<file path="src/rtl/csi_rx_sequencer.sv">
// ============================================================================
// Module   : csi_rx_sequencer
// Purpose  : Control FSM for the CSI receive chain (trigger -> short sync ->
//            long sync/FFT/equalizer -> holdoff) with saturating statistics.
// Revision : 1.0  initial release
// ============================================================================
`default_nettype none

module csi_rx_sequencer #(
  parameter int SHORT_TIMEOUT = 480,
  parameter int LONG_TIMEOUT  = 320,
  parameter int HOLDOFF_LEN   = 200,
  parameter int CNT_W         = 16
) (
  input  logic             clk_in,
  input  logic             rst_n_in,
  input  logic             enable_in,
  input  logic             sample_valid_in,
  input  logic             power_trigger_in,
  input  logic             short_detected_in,
  input  logic             csi_tvalid_in,
  input  logic             csi_tready_in,
  input  logic             csi_tlast_in,
  input  logic             stats_clr_in,
  output logic             sync_short_rst_out,
  output logic             sync_long_rst_out,
  output logic             short_en_out,
  output logic             long_en_out,
  output logic [1:0]       state_out,
  output logic [CNT_W-1:0] pkt_cnt_out,
  output logic [CNT_W-1:0] short_to_cnt_out,
  output logic [CNT_W-1:0] long_to_cnt_out
);

  localparam int c_MAX_A   = (SHORT_TIMEOUT > LONG_TIMEOUT) ? SHORT_TIMEOUT : LONG_TIMEOUT;
  localparam int c_MAX_LEN = (c_MAX_A > HOLDOFF_LEN) ? c_MAX_A : HOLDOFF_LEN;
  localparam int c_SMP_W   = $clog2(c_MAX_LEN + 1);

  localparam logic [c_SMP_W-1:0] c_SHORT_LAST = c_SMP_W'(SHORT_TIMEOUT - 1);
  localparam logic [c_SMP_W-1:0] c_LONG_LAST  = c_SMP_W'(LONG_TIMEOUT - 1);
  localparam logic [c_SMP_W-1:0] c_HOLD_LAST  = c_SMP_W'(HOLDOFF_LEN - 1);
  localparam logic [CNT_W-1:0]   c_CNT_MAX    = {CNT_W{1'b1}};

  typedef enum logic [1:0] {
    ST_IDLE       = 2'd0,
    ST_SYNC_SHORT = 2'd1,
    ST_SYNC_LONG  = 2'd2,
    ST_HOLDOFF    = 2'd3
  } state_t;

  state_t              r_state;
  state_t              w_state_nxt;
  logic [c_SMP_W-1:0]  r_smp_cnt;
  logic                r_short_rst;
  logic                r_long_rst;
  logic                r_short_en;
  logic                r_long_en;
  logic [CNT_W-1:0]    r_pkt_cnt;
  logic [CNT_W-1:0]    r_sto_cnt;
  logic [CNT_W-1:0]    r_lto_cnt;

  logic                w_short_rst_nxt;
  logic                w_long_rst_nxt;
  logic                w_counted;
  logic                w_handshake;
  logic                w_pkt_inc;
  logic                w_sto_inc;
  logic                w_lto_inc;

  // Only samples that actually reach an enabled stage advance the sample count.
  assign w_counted = sample_valid_in &&
                     (((r_state == ST_SYNC_SHORT) && r_short_en) ||
                      ((r_state == ST_SYNC_LONG)  && r_long_en)  ||
                       (r_state == ST_HOLDOFF));

  assign w_handshake = csi_tvalid_in && csi_tready_in && csi_tlast_in;

  always_comb begin
    w_state_nxt     = r_state;
    w_short_rst_nxt = 1'b0;
    w_long_rst_nxt  = 1'b0;
    w_pkt_inc       = 1'b0;
    w_sto_inc       = 1'b0;
    w_lto_inc       = 1'b0;
    if (!enable_in) begin
      w_state_nxt = ST_IDLE;
    end else begin
      case (r_state)
        ST_IDLE: begin
          if (power_trigger_in) begin
            w_state_nxt     = ST_SYNC_SHORT;
            w_short_rst_nxt = 1'b1;
          end
        end
        ST_SYNC_SHORT: begin
          if (short_detected_in) begin
            w_state_nxt    = ST_SYNC_LONG;
            w_long_rst_nxt = 1'b1;
          end else if (!power_trigger_in) begin
            w_state_nxt = ST_IDLE;
          end else if (w_counted && (r_smp_cnt == c_SHORT_LAST)) begin
            w_state_nxt = ST_HOLDOFF;
            w_sto_inc   = 1'b1;
          end
        end
        ST_SYNC_LONG: begin
          // Power level is ignored here: FFT latency can outlast the burst.
          if (w_handshake) begin
            w_state_nxt = ST_HOLDOFF;
            w_pkt_inc   = 1'b1;
          end else if (w_counted && (r_smp_cnt == c_LONG_LAST)) begin
            w_state_nxt = ST_HOLDOFF;
            w_lto_inc   = 1'b1;
          end
        end
        default: begin
          if (w_counted && (r_smp_cnt == c_HOLD_LAST)) begin
            w_state_nxt = ST_IDLE;
          end
        end
      endcase
    end
  end

  always_ff @(posedge clk_in or negedge rst_n_in) begin
    if (!rst_n_in) begin
      r_state     <= ST_IDLE;
      r_smp_cnt   <= '0;
      r_short_rst <= 1'b0;
      r_long_rst  <= 1'b0;
      r_short_en  <= 1'b0;
      r_long_en   <= 1'b0;
    end else begin
      r_state     <= w_state_nxt;
      r_short_rst <= w_short_rst_nxt;
      r_long_rst  <= w_long_rst_nxt;
      r_short_en  <= (w_state_nxt == ST_SYNC_SHORT) && !w_short_rst_nxt;
      r_long_en   <= (w_state_nxt == ST_SYNC_LONG)  && !w_long_rst_nxt;
      if (w_state_nxt != r_state) begin
        r_smp_cnt <= '0;
      end else if (w_counted) begin
        r_smp_cnt <= r_smp_cnt + 1'b1;
      end
    end
  end

  // Statistics: a clear pulse wins over a same-cycle increment.
  always_ff @(posedge clk_in or negedge rst_n_in) begin
    if (!rst_n_in) begin
      r_pkt_cnt <= '0;
      r_sto_cnt <= '0;
      r_lto_cnt <= '0;
    end else if (stats_clr_in) begin
      r_pkt_cnt <= '0;
      r_sto_cnt <= '0;
      r_lto_cnt <= '0;
    end else begin
      if (w_pkt_inc && (r_pkt_cnt != c_CNT_MAX)) r_pkt_cnt <= r_pkt_cnt + 1'b1;
      if (w_sto_inc && (r_sto_cnt != c_CNT_MAX)) r_sto_cnt <= r_sto_cnt + 1'b1;
      if (w_lto_inc && (r_lto_cnt != c_CNT_MAX)) r_lto_cnt <= r_lto_cnt + 1'b1;
    end
  end

  assign state_out          = r_state;
  assign sync_short_rst_out = r_short_rst;
  assign sync_long_rst_out  = r_long_rst;
  assign short_en_out       = r_short_en;
  assign long_en_out        = r_long_en;
  assign pkt_cnt_out        = r_pkt_cnt;
  assign short_to_cnt_out   = r_sto_cnt;
  assign long_to_cnt_out    = r_lto_cnt;

endmodule

`default_nettype wire
</file>
<file path="config.mk">
export PLATFORM = sky130hd
export DESIGN_NAME = csi_rx_sequencer
export DESIGN_NICKNAME = d
export VERILOG_FILES = /design/src/rtl/csi_rx_sequencer.sv
export SDC_FILE = /design/constraint.sdc
export NUM_CORES = 1
export LEC_CHECK = 0
export BUFFER_PORTS_ARGS = -buffer_cell sky130_fd_sc_hd__buf_4
export CAP_MARGIN = 20
export CORE_AREA = 5 5 84 86
export CTS_CLUSTER_SIZE = 20
export DETAILED_ROUTE_END_ITERATION = 7
export DIE_AREA = 0 0 89 91
export PLACE_DENSITY = 0.85
export SLEW_MARGIN = 5
export SYNTH_ARGS = -nofsm -noshare
export SYNTH_HDL_FRONTEND = slang
export SYNTH_SLANG_ARGS = --single-unit
</file>
<file path="constraint.sdc">
create_clock -name clk_in -period 5.57 [get_ports clk_in]
set_input_delay 1.671 -clock clk_in [delete_from_list [all_inputs] [get_ports clk_in]]
set_output_delay 1.671 -clock clk_in [all_outputs]
set_load 0.02 [all_outputs]
</file>
==> metrics <==
post-synthesis net count between 300 and 400; RSZ-0062 raised after global routing no; drc violations 0; worst setup margin ~2.4 ns; Worst-Margin Slew 0.774 ns; GRT Overall Usage a little over a fifth; dominant synthesized flop cell dfrtp_1; Synth area leaders dfrtp_1, xnor2_1, nor2_1; Place WS ~2 ns; H-Tree Depth 3; GP Congestion around 0.86; Hold EP long_to_cnt_out[10]; sequential share of the synthesized area 44.0%; Final Hold Vio Count 0; Yosys top cell area share between 40% and 50%; Rel. slew slack roughly 48%; Synth warnings 0; Setup TNS 0 ns; vias 3158; Layout area overhead 18.3%; clock latency on the worst-skew pair around 0.34 ns; first-pass GRT wire length about 14000 um; cts-stage hold buffer count 0; Power Density 211 nW/um^2; Max Clk Rate between 0.3 and 0.4 GHz; CP arrival 3.44 ns; initial core utilization 57.7%; Ant. Diodes 0; most frequent cells in the layout buf_4, dfrtp_1, nor2_1; reg2reg end short_to_cnt_out[9]; Top delay family on crit path compound AO/OA/AOI/OAI gates; Core ar. about 6200 um^2; Port Buffers 63; status finished clean; Chip Height ~91 um; setup bufs post-CTS 0; post-synth cell types 52; clock buffer count from CTS 9; hpwl dp 5520 um; worst-case vdd ir drop 0.000174 V; asr flop ratio synth 100%; Reg2Reg Setup Slack between 3 and 4 ns; EDFF count, synth 0; ANT nets after route 0; initial DRC count between 300 and 400; CP Max Fanout 8; hold path start long_to_cnt_out[10]; vias in the first global route 2974; R2R cell count 5; max-cap violation count 0; die width 89 um; Resize count post-CTS 0; crit-path cells buf_4, o211ai_1, a2111o_1, nor4_4, nand4_1, mux2_1; Bufs and invs on worst path 1; slowest stage cell, crit path a2111o_1; Hold WC Path Type reg -> reg; Clock Path Buffers 2; kind of critical path in -> reg; CP Data Required Time between 5 and 6 ns; clock slew seen by the registers of the worst setup and hold paths roughly 0.070 ns; fillcell total around 490; crit end category flop; Syn Std Cell Area approximately 3600 um^2; RR Startpoint state_out[0]; startpoint type of the worst setup path input port; CTS tree yes; First-pass DRT Iterations 5; post-synth top area cell dfrtp_1; Final nets around 450; Mapped Avg Cell Area around 9.5 um^2; LEAKAGE approximately 1.9 nW; Congestion Overflow GR 0; I/O Pins between 60 and 70; Sink Count 63; die area ~8000 um^2; Final Setup Violations 0; fin. max-slew vios 0; Clock Skew ~0.013 ns; share of cells above drive strength 1 around 21%; largest net degree at the start of global routing 64; Routed WL 8220 um; Synth Register Bits 63; cell count after synthesis 378; WHS Path Cells 2; # rows 29; min cycle time layout approximately 3.2 ns; vias per cell ~6.1; crit share post-route approximately 58%; WL/cell ~16 um; initial antenna violation count 0; Largest stage delay, worst path around 0.6 ns; Root Buffer clkbuf_8
## report_power, final
| group | total, mW | internal (mW) | switching, mW | leakage [nW] |
|---|---|---|---|---|
| registers | 0.466 | 0.460 | 0.00534 | 0.877 |
| clock network | 0.380 | 0.215 | 0.165 | 0.0896 |
| logic | 0.0503 | 0.0161 | 0.0341 | 0.915 |
## per-layer routing
layer,wire length (um),global-route usage (%)
met5,0,0
met3,549,3.98
met2,3870,32.0
met1,3680,30.2
met4,119,7.57
## area by class of cell
class | count | area, um^2 | area share, %
Inverter | 6 | 22.5 | 0.531
Tap cell | 77 | 96.3 | 2.27
Sequential cell | 63 | 1580 | 37.2
Multi-Input combinational cell | 292 | 1890 | 44.6
Clock inverter | 1 | 30.0 | 0.708
Timing Repair Buffer | 63 | 473 | 11.2
Clock buffer | 13 | 149 | 3.51
## Yosys cell counts, types with 3 or more instances
library cell   n
o21ai_0       18
o211ai_1       3
nor2b_1       12
or3_1         16
nand2b_1       4
dfrtp_1       63
buf_6          3
mux2i_1        4
mux2_2         6
nand2_1       25
nor2_1        35
clkbuf_1      12
nor3_1        11
a2111oi_0      3
and3_1        13
mux2_1         5
nand3_1       22
inv_1          6
nor3b_1        3
ha_1           4
nand4_1       17
xnor2_1       17
nor4_1         7
a31o_2         4
and4_1         7
xor2_1         4
a21oi_1       23
## state kept, by name, indices dropped and copies added (netlist names)
signal,count
long_to_cnt_out,16
pkt_cnt_out,16
short_to_cnt_out,16
r_smp_cnt,9
state_out,2
long_en_out,1
short_en_out,1
sync_long_rst_out,1
sync_short_rst_out,1
## stage by stage
stage / util, % / hold WS, ns / cells / power, mW / cell area [um^2]
5_1_grt: 68.3 / 0.621 / 515 / 0.928 / 4240
6_report: 68.3 / 0.575 / 515 / 0.896 / 4240
3_3_place_gp: 65.4 / 0.551 / 501 / 0.524 / 4060
4_1_cts: 68.3 / 0.582 / 515 / 0.902 / 4240
3_5_place_dp: 65.4 / 0.563 / 501 / 0.525 / 4060
2_1_floorplan: - / 0.559 / 378 / 0.502 / 3580
## kinds of logic after synthesis
logic type | share of synthesized area [%]
fa+ha+maj | 1.40
flops | 44.0
xor+xnor | 5.13
compound gates | 12.3
mux | 4.58
simple gates | 29.4
buf+inv | 3.18
## worst max-delay path by stage
stage,start,end,cells past startpoint
after CTS,sample_valid_in,short_to_cnt_out[9],6
after global routing,sample_valid_in,short_to_cnt_out[9],6
after detailed placement,sample_valid_in,short_to_cnt_out[9],6
after global placement,sample_valid_in,short_to_cnt_out[9],6
final,sample_valid_in,short_to_cnt_out[9],6
after floorplan,enable_in,short_to_cnt_out[9],7
## worst register-to-register path, delay by kind of cell (launching register included)
kind            cells  cell delay, ns
compound gates      2            0.83
flops               1            0.60
mux                 1            0.32
simple gates        2            0.62
(Power assumes the default switching activity.)
